[config.mk]
export PLATFORM = sky130hd
export DESIGN_NAME = compress1
export DESIGN_NICKNAME = d
export VERILOG_FILES = /design/src/rtl/compress1.sv
export SDC_FILE = /design/constraint.sdc
export NUM_CORES = 1
export LEC_CHECK = 0
export ABC_AREA = 0
export ABC_CLOCK_PERIOD_IN_PS = 2950
export CAP_MARGIN = 5
export CORE_MARGIN = 4
export CORE_UTILIZATION = 40
export DETAILED_ROUTE_END_ITERATION = 7
export HOLD_SLACK_MARGIN = 0.08
export PLACE_DENSITY = 0.56
export SYNTH_ARGS = -nofsm -noshare
export SYNTH_HDL_FRONTEND = slang
export SYNTH_SLANG_ARGS = --single-unit
export TNS_END_PERCENT = 10
[constraint.sdc]
create_clock -name clk -period 2.95 [get_ports clk]
set_input_delay 0.59 -clock clk [delete_from_list [all_inputs] [get_ports clk]]
set_output_delay 0.59 -clock clk [all_outputs]
set_load 0.01 [all_outputs]
[src/rtl/compress1.sv]
// Kyber Compress_q(x,1): 256 coefficients in (two per beat) -> 32 packed bytes out, one per readout.
// Define COMPRESS1_RANGE_CHECK_EN to add a sticky range_err flag for coefficients >= Q.
module compress1 #(
  parameter int Q       = 3329,
  parameter int N_BYTES = 32,
  parameter int IW      = 8
) (
  input  logic          clk,
  input  logic          reset,
  input  logic          set,
  input  logic          readin,
  input  logic          full_in,
  input  logic [15:0]   comp_din_1,
  input  logic [15:0]   comp_din_2,
  input  logic [IW-1:0] in_index,
  input  logic          readout,
  output logic [7:0]    comp_dout,
  output logic [IW-1:0] out_index,
  output logic          readin_ok,
  output logic          readout_ok,
  output logic          range_err
);

  localparam int NBITS   = N_BYTES * 8;
  localparam int BW      = $clog2(NBITS);
  localparam int N_BEATS = N_BYTES * 4;
  localparam logic [15:0]   LO        = 16'((Q + 3) / 4);
  localparam logic [15:0]   HI        = 16'((3 * Q) / 4);
  localparam logic [IW:0]   BEATS_LIM = (IW+1)'(N_BEATS);
  localparam logic [IW-1:0] LAST_BYTE = IW'(N_BYTES - 1);

  typedef enum logic [1:0] {IDLE, INPUT, DRAIN} state_t;

  state_t           state_q;
  logic [NBITS-1:0] buf_q, buf_d;
  logic [IW-1:0]    j_q;
  logic             readin_ok_q, readout_ok_q;

  logic          accept, idx_ok, c1, c2;
  logic [BW-1:0] bit_pos, byte_pos;

  assign accept   = set & readin & (state_q == INPUT);
  assign idx_ok   = {1'b0, in_index} < BEATS_LIM;
  assign c1       = (comp_din_1 >= LO) && (comp_din_1 <= HI);
  assign c2       = (comp_din_2 >= LO) && (comp_din_2 <= HI);
  assign bit_pos  = BW'({in_index, 1'b0});
  assign byte_pos = BW'({j_q, 3'b000});

  // IDLE lasts exactly one cycle and wipes the buffer, so unwritten bits read as 0.
  always_comb begin
    buf_d = buf_q;
    if (state_q == IDLE) begin
      buf_d = '0;
    end else if (accept && idx_ok) begin
      buf_d[bit_pos]         = c1;
      buf_d[bit_pos + 1'b1]  = c2;
    end
  end

  always_ff @(posedge clk or negedge reset) begin
    if (!reset) begin
      state_q      <= IDLE;
      buf_q        <= '0;
      j_q          <= '0;
      readin_ok_q  <= 1'b0;
      readout_ok_q <= 1'b0;
    end else if (set) begin
      buf_q <= buf_d;
      case (state_q)
        IDLE: begin
          state_q     <= INPUT;
          readin_ok_q <= 1'b1;
        end
        INPUT: begin
          if (full_in) begin
            state_q      <= DRAIN;
            readin_ok_q  <= 1'b0;
            readout_ok_q <= 1'b1;
            j_q          <= '0;
          end
        end
        DRAIN: begin
          if (readout) begin
            if (j_q == LAST_BYTE) begin
              state_q      <= IDLE;
              readout_ok_q <= 1'b0;
              j_q          <= '0;
            end else begin
              j_q <= j_q + 1'b1;
            end
          end
        end
        default: state_q <= IDLE;
      endcase
    end
  end

`ifdef COMPRESS1_RANGE_CHECK_EN
  localparam logic [15:0] QW = 16'(Q);
  logic range_err_q;

  always_ff @(posedge clk or negedge reset) begin
    if (!reset) begin
      range_err_q <= 1'b0;
    end else if (accept && ((comp_din_1 >= QW) || (comp_din_2 >= QW))) begin
      range_err_q <= 1'b1;
    end
  end

  assign range_err = range_err_q;
`else
  assign range_err = 1'b0;
`endif

  assign comp_dout  = readout_ok_q ? buf_q[byte_pos +: 8] : 8'h00;
  assign out_index  = j_q;
  assign readin_ok  = readin_ok_q;
  assign readout_ok = readout_ok_q;

endmodule

==> impl_table.tex, run 1 <==
\begin{tabular}{lr}
\hline
Metric & Value \\
\hline
\multicolumn{2}{l}{\textbf{Floorplanning}} \\
Initial standard-cell utilization of the core & 40.92\% \\
Row cnt & 69 \\
I/O pin total & 65 \\
Die height & 199.4 um \\
Area enclosed by the die boundary & 39780 um\^{}2 \\
Die extent in x & 199.4 um \\
Core area & 35830 um\^{}2 \\
\multicolumn{2}{l}{\textbf{Placed design}} \\
Setup slack after placement & -0.04975 ns \\
Post-DP HPWL & 29.69 mm \\
Buffers added on ports & 63 \\
Placed instance count & 1982 \\
Placer's final routability congestion estimate & 0.8206 \\
Area of placed instances & 16480 um\^{}2 \\
\multicolumn{2}{l}{\textbf{STA}} \\
Final slew viol count & 0 \\
Final setup fails & 8 \\
Post-route clock skew & 0.008856 ns \\
Max frequency & 0.3131 GHz \\
Final Hold Violating Endpoints & 0 \\
Actual transition at the worst max-transition pin & 0.7621 ns \\
Relative slew slack & 49.20\% \\
Final setup margin & -0.2438 ns \\
Summed negative setup slack over all endpoints & -1.716 ns \\
Setup repair after global routing missed its margin & true \\
Minimum clock period after layout & 3.194 ns \\
Post-route fraction of the period consumed by the critical path & 108.3\% \\
\multicolumn{2}{l}{\textbf{Worst setup path}} \\
Cells along the critical path & buf\_6 > buf\_6 > mux4\_2 > nand2\_1 > o2111ai\_1 > o221a\_4 > buf\_6 \\
Register-to-register path setup slack & 0.63 ns \\
Worst endpoint data arrival time & 2.60 ns \\
Critical path startpoint & out\_index[0] \\
Crit Path Category & register to primary output \\
Delay of the slowest critical-path stage & 0.53 ns \\
CP endpoint kind & primary output \\
Worst Path Required & 2.36 ns \\
Worst reg2reg path endpoint & out\_index[0] \\
R2R Path Start & out\_index[0] \\
Cell type with the highest occurrence count on the critical path & buf\_6 \\
Worst reg-to-reg path cell count & 9 \\
Critical path endpoint & comp\_dout[5] \\
Nature of the critical path startpoint & register \\
Master of the slowest instance on the critical path & mux4\_2 \\
Critical Path Fanout Max & 6 \\
\multicolumn{2}{l}{\textbf{Logic synthesis}} \\
Count of warnings emitted by yosys & 0 \\
Library cells used by synthesis & 51 \\
Cell type contributing the most total cell area after synthesis & dfrtp\_1 \\
Sequential area share after synthesis & 45.75\% \\
Number of nets in the synthesized netlist & 1590 \\
Number of standard cells after synthesis & 1543 \\
Syn Area/Cell & 9.501 um\^{}2 \\
Count of flip-flops with a built-in enable after synthesis & 0 \\
Asr flop ratio synth & 100.0\% \\
Post-synthesis sequential element count & 268 \\
Share of Yosys cell area claimed by the top area cell type & 45.75\% \\
Primary flip-flop cell chosen by synthesis mapping & dfrtp\_1 \\
Cell area after synthesis & 14660 um\^{}2 \\
Ranking of synthesized cells by area & dfrtp\_1 (46\%), o31ai\_1 (13\%), o21ai\_0 (9.0\%), mux4\_2 (4.9\%), a21oi\_1 (4.8\%) \\
\multicolumn{2}{l}{\textbf{Cells and area}} \\
Final design area excluding fillers & 17890 um\^{}2 \\
Net count, final & 1608 \\
Filler-free cell count of the finished design & 2043 \\
Share of final-layout standard cells stronger than drive strength 1 & 18.02\% \\
Area growth syn-to-layout & 22.05\% \\
Final core utilization & 49.94\% \\
Count of inserted antenna diode cells & 0 \\
Leading cell types in the layout, fill and taps excluded & dfrtp\_1 (266), o21ai\_0 (265), o31ai\_1 (259), a21oi\_1 (142), nand2\_1 (139) \\
Most common cell after layout, fill and taps aside & dfrtp\_1 \\
\multicolumn{2}{l}{\textbf{Clock network}} \\
Clock tree from TritonCTS & done \\
Clock Path Buffers & 3 \\
Number of H-tree levels & 1 \\
Clock root buffer & clkbuf\_16 \\
TritonCTS Sinks & 268 \\
Latest clock arrival within the worst-skew pair & 0.56 ns \\
Clock slew at reported path FFs & 0.06 ns \\
Total clock buffers created by CTS & 30 \\
\multicolumn{2}{l}{\textbf{Global routing}} \\
Via count of the first global-routing pass & 12920 \\
Overall global routing resource usage & 24.07\% \\
Global-route congestion overflow total & 0 \\
Maximum number of pins on one net before global-route repair & 108 \\
Antenna violations before repair & 0 \\
First-pass GRT wire length & 76.29 mm \\
\multicolumn{2}{l}{\textbf{Power}} \\
Leakage power & 0.006922 uW \\
PD cells & 579.0 nW/um\^{}2 \\
Worst VDD drop & 0.0003646 V \\
\multicolumn{2}{l}{\textbf{Outcome}} \\
Status & finished with violations \\
Violated checks & setup timing \\
\multicolumn{2}{l}{\textbf{Drt}} \\
Routed WL & 48.33 mm \\
Final antenna-violating net count & 0 \\
Drt first-iter violations & 1224 \\
Routed wirelength normalized by instance count & 23.66 um \\
Pre-antenna DRT Iters & 5 \\
Remaining DRCs & 0 \\
Via-per-instance ratio & 6.404 \\
Vias & 13080 \\
\multicolumn{2}{l}{\textbf{Worst hold path}} \\
Class of the tightest hold or removal check & primary input to asynchronous set/reset pin \\
\multicolumn{2}{l}{\textbf{Flow run}} \\
Max capacitance violation total & 0 \\
\hline
\end{tabular}
[power by group]
part | leakage, uW | switching (uW) | internal (uW)
Clock | 0.000504 | 1550 | 2390
Sequential | 0.00373 | 123 | 3730
Combinational | 0.00269 | 1410 | 1150
[cells in the mapped netlist, types with 10 or more instances]
| cell type | instances |
|---|---|
| nand2_1 | 143 |
| buf_2 | 51 |
| a21oi_1 | 142 |
| dfrtp_1 | 268 |
| nor2b_1 | 10 |
| clkbuf_1 | 132 |
| o31ai_1 | 259 |
| mux2i_1 | 50 |
| o22ai_1 | 13 |
| mux2_2 | 16 |
| o21ai_0 | 265 |
| nor3_1 | 12 |
| nand3_1 | 21 |
| nor2_1 | 13 |
| mux4_2 | 32 |
| nand2b_1 | 10 |
[worst min path at each step]
stage	from	endpoint	slack (ns)	cells past startpoint
CTS	reset	readin_ok	0.08	1
floorplan	reset	buf_q[0]	0.29	0
global placement	buf_q[128]	buf_q[128]	0.49	2
detailed placement	buf_q[181]	buf_q[181]	0.49	2
finish	reset	out_index[6]	0.03	1
global route	reset	readin_ok	0.09	1
[sequential cells by signal (all words and copies together) (netlist names)]
name	flops
out_index	8
readout_ok	1
state_q	2
readin_ok	1
buf_q	256
[area by class of cell]
type                    instances  area [um^2]
flip-flops and latches        268         6711
inverters                       6        22.52
fillers                      3230        17940
clock buffers                  49        933.4
multi-input cells            1078         7515
repair buffers                177         2038
well taps                     461        576.8
clock inverters                 4        95.09
[cells by family after synthesis]
kind of cell	share of synthesized area, %
muxes	9.559
DFF	45.75
adders and majority gates	0.08533
buffers and inverters	5.505
AOI/OAI and AO/OA	30.90
other	0.02558
and+or+nand+nor	8.176
[stage by stage]
stage	total power [uW]	hold slack [ns]
2_1_floorplan	5069	0.2944
3_3_place_gp	6217	0.4861
3_5_place_dp	6233	0.4922
4_1_cts	10410	0.08387
5_1_grt	10720	0.09182
6_report	10360	0.02903
[per-layer routing]
| metal | up-vias | track usage [%] | share of wire (%) |
|---|---|---|---|
| met5 | - | 0 | 0 |
| met4 | 0 | 7.371 | 2.9 |
| met3 | 89 | 4.232 | 7.2 |
| met2 | 557 | 36.65 | 45 |
| met1 | 6544 | 35.29 | 45 |
| li1 | 5893 | - | - |
[worst max-delay path: cells and delay by family (launching register included)]
family	cells	cell delay (ns)
muxes	1	0.53
AOI/OAI and AO/OA	2	0.52
DFF	1	0.51
buffers and inverters	3	0.39
and+or+nand+nor	1	0.09
[timing repair]
item | 4_1_cts | 5_1_grt
buffers inserted | 8 | 4
pin swaps | 15 | 11
hold buffers | 0 | 0
gates resized for setup | 75 | 24
endpoints found under the setup margin | 8 | 8
gates cloned | 2 | 0
Note: power is estimated with default switching activity, not from simulation.
==> inputs of run 2 (changes only) <==
--- a/config.mk
+++ b/config.mk
@@ -13,6 +13,7 @@
 export DETAILED_ROUTE_END_ITERATION = 7
 export HOLD_SLACK_MARGIN = 0.08
 export PLACE_DENSITY = 0.56
+export REMOVE_ABC_BUFFERS = 1
 export SYNTH_ARGS = -nofsm -noshare
 export SYNTH_HDL_FRONTEND = slang
 export SYNTH_SLANG_ARGS = --single-unit
==> run 2 against run 1 <==
Compared with the run above:
- the run still ends with setup timing left
- global-route usage down 0.29 points
- critical path depth unchanged
- hold slack better by 0.48 ns
- wire length down 1.4%
- sequential power about the same
- non-clock buffer count up 3
- register-to-register slack worse by 0.08 ns
- design area up 0.48%
- largest cell class unchanged
==> impl_table.tex, run 2 (synthesis gave the netlist of run 1 again) <==
\begin{tabular}{lr}
\hline
Metric & Value \\
\hline
\multicolumn{2}{l}{\textbf{STA}} \\
Final setup fails & 8 (unchanged) \\
Final slew viol count & 0 (unchanged) \\
Setup repair after global routing missed its margin & true (unchanged) \\
Max frequency & 0.3147 GHz (was 0.3131 GHz) \\
Minimum clock period after layout & 3.178 ns (was 3.194 ns) \\
Final Hold Violating Endpoints & 0 (unchanged) \\
Post-route clock skew & 0.007079 ns (was 0.008856 ns) \\
Summed negative setup slack over all endpoints & -1.696 ns (was -1.716 ns) \\
Final setup margin & -0.2279 ns (was -0.2438 ns) \\
Relative slew slack & 43.10\% (was 49.20\%) \\
Post-route fraction of the period consumed by the critical path & 107.7\% (was 108.3\%) \\
Actual transition at the worst max-transition pin & 0.8534 ns (was 0.7621 ns) \\
Worst hold slack & 0.5044 ns (was 0.02903 ns) \\
\multicolumn{2}{l}{\textbf{Drt}} \\
Routed wirelength normalized by instance count & 23.24 um (was 23.66 um) \\
Via-per-instance ratio & 6.335 (was 6.404) \\
Remaining DRCs & 0 (unchanged) \\
Drt first-iter violations & 1170 (was 1224) \\
Pre-antenna DRT Iters & 6 (was 5) \\
Routed WL & 47.66 mm (was 48.33 mm) \\
Final antenna-violating net count & 0 (unchanged) \\
Vias & 12990 (was 13080) \\
\multicolumn{2}{l}{\textbf{Global routing}} \\
Maximum number of pins on one net before global-route repair & 129 (was 108) \\
Global-route congestion overflow total & 0 (unchanged) \\
First-pass GRT wire length & 75.83 mm (was 76.29 mm) \\
Overall global routing resource usage & 23.78\% (was 24.07\%) \\
Antenna violations before repair & 0 (unchanged) \\
Via count of the first global-routing pass & 12980 (was 12920) \\
\multicolumn{2}{l}{\textbf{Worst setup path}} \\
Crit Path Category & register to primary output (unchanged) \\
Worst endpoint data arrival time & 2.59 ns (was 2.60 ns) \\
CP endpoint kind & primary output (unchanged) \\
Critical Path Fanout Max & 7 (was 6) \\
Worst Path Required & 2.36 ns (about the same) \\
Nature of the critical path startpoint & register (unchanged) \\
\multicolumn{2}{l}{\textbf{Cells and area}} \\
Most common cell after layout, fill and taps aside & dfrtp\_1 (unchanged) \\
Leading cell types in the layout, fill and taps excluded & dfrtp\_1 (266), o21ai\_0 (265), o31ai\_1 (259), a21oi\_1 (141), nand2\_1 (140) (was dfrtp\_1 (266), o21ai\_0 (265), o31ai\_1 (259), a21oi\_1 (142), nand2\_1 (139)) \\
Register with the most flip-flops & buf\_q (unchanged) \\
Max reg flops & 256 (unchanged) \\
Final core utilization & 50.18\% (was 49.94\%) \\
Final design area excluding fillers & 17980 um\^{}2 (was 17890 um\^{}2) \\
Count of inserted antenna diode cells & 0 (unchanged) \\
Area growth syn-to-layout & 22.62\% (was 22.05\%) \\
Net count, final & 1612 (was 1608) \\
Share of final-layout standard cells stronger than drive strength 1 & 18.18\% (was 18.02\%) \\
\multicolumn{2}{l}{\textbf{Placed design}} \\
Post-DP HPWL & 28.28 mm (was 29.69 mm) \\
Buffers added on ports & 63 (unchanged) \\
Area of placed instances & 16350 um\^{}2 (was 16480 um\^{}2) \\
Placer's final routability congestion estimate & 0.7848 (was 0.8206) \\
Setup slack after placement & 0.006355 ns (was -0.04975 ns) \\
\multicolumn{2}{l}{\textbf{Power}} \\
PD cells & 594.1 nW/um\^{}2 (was 579.0 nW/um\^{}2) \\
Leakage power & 0.006999 uW (was 0.006922 uW) \\
Worst VDD drop & 0.0004949 V (was 0.0003646 V) \\
\multicolumn{2}{l}{\textbf{Clock network}} \\
Clock tree from TritonCTS & done (unchanged) \\
Total clock buffers created by CTS & 31 (was 30) \\
Clock Path Buffers & 3 (unchanged) \\
Clock slew at reported path FFs & 0.06 ns (about the same) \\
Number of H-tree levels & 1 (unchanged) \\
Clock root buffer & clkbuf\_16 (unchanged) \\
Latest clock arrival within the worst-skew pair & 0.56 ns (about the same) \\
TritonCTS Sinks & 268 (unchanged) \\
\multicolumn{2}{l}{\textbf{Outcome}} \\
Violated checks & setup timing (unchanged) \\
Status & finished with violations (unchanged) \\
\multicolumn{2}{l}{\textbf{Floorplanning}} \\
Die extent in x & 199.4 um (unchanged) \\
Core area & 35830 um\^{}2 (unchanged) \\
Die height & 199.4 um (unchanged) \\
I/O pin total & 65 (unchanged) \\
Row cnt & 69 (unchanged) \\
Initial standard-cell utilization of the core & 40.92\% (unchanged) \\
Area enclosed by the die boundary & 39780 um\^{}2 (unchanged) \\
\multicolumn{2}{l}{\textbf{Flow run}} \\
Max capacitance violation total & 0 (unchanged) \\
\multicolumn{2}{l}{\textbf{Worst hold path}} \\
Class of the tightest hold or removal check & register to register (was primary input to asynchronous set/reset pin) \\
\hline
\end{tabular}
run 2: worst max-delay path: stages (launching register included):
cell     delay, ns
dfrtp_4       0.53
buf_12        0.16
buf_4         0.11
mux4_2        0.52
mux2i_4       0.19
nor2_1        0.07
o221a_2       0.31
buf_6         0.12
run 2: through the flow:
step / instances / total power, uW
2_1_floorplan: 1352 / 5002
4_1_cts: 2046 / 10680
3_3_place_gp: 1973 / 6188
5_1_grt: 2051 / 11090
3_5_place_dp: 1973 / 6196
6_report: 2051 / 10680
run 2: worst paths after layout:
kind / from / to / slack (ns) / cells after the start
max: out_index[0] / comp_dout[0] / -0.23 / 7
min: buf_q[242] / buf_q[242] / 0.50 / 2
min reg2reg: buf_q[242] / buf_q[242] / 0.50 / 2
max reg2reg: state_q[1] / buf_q[127] / 0.55 / 5
min in group asynchronous: reset / buf_q[55] / 0.57 / 2
max in group asynchronous: reset / buf_q[232] / 1.52 / 3
run 2: layer usage:
metal  vias to the layer above  share of wire [%]  wire, um  global-route usage [%]
li1                       5917                  -         -                       -
met1                      6553                 46     21730                   34.42
met2                       466                 47     22290                   38.75
met3                        58                5.9      2791                   2.849
met4                         0                1.8       849                   5.258
met5                         -                  0         0                       0
run 2: area by class of cell:
type                            instances  area (um^2)
Tap cell                              461        576.8
Sequential cell                       268         6711
Timing Repair Buffer                  180         2093
Clock inverter                         15        203.9
Clock buffer                           43        910.9
Inverter                                6        22.52
Fill cell                            3262        17850
Multi-Input combinational cell       1078         7458
run 2: power breakdown:
group | total [uW] | internal, uW | switching, uW | leakage, uW
registers | 3840 | 3740 | 104 | 0.00373
clock network | 4160 | 2580 | 1590 | 0.000561
logic | 2680 | 1180 | 1500 | 0.00271
run 2: what timing repair did:
item                       in CTS  in global routing
pin swaps                      13                 10
setup endpoints to repair       8                  8
gates resized for setup        63                 19
hold buffers                    1                  0
setup buffers                  10                  5
hold endpoints to repair       56                  0
cloned                          4                  1
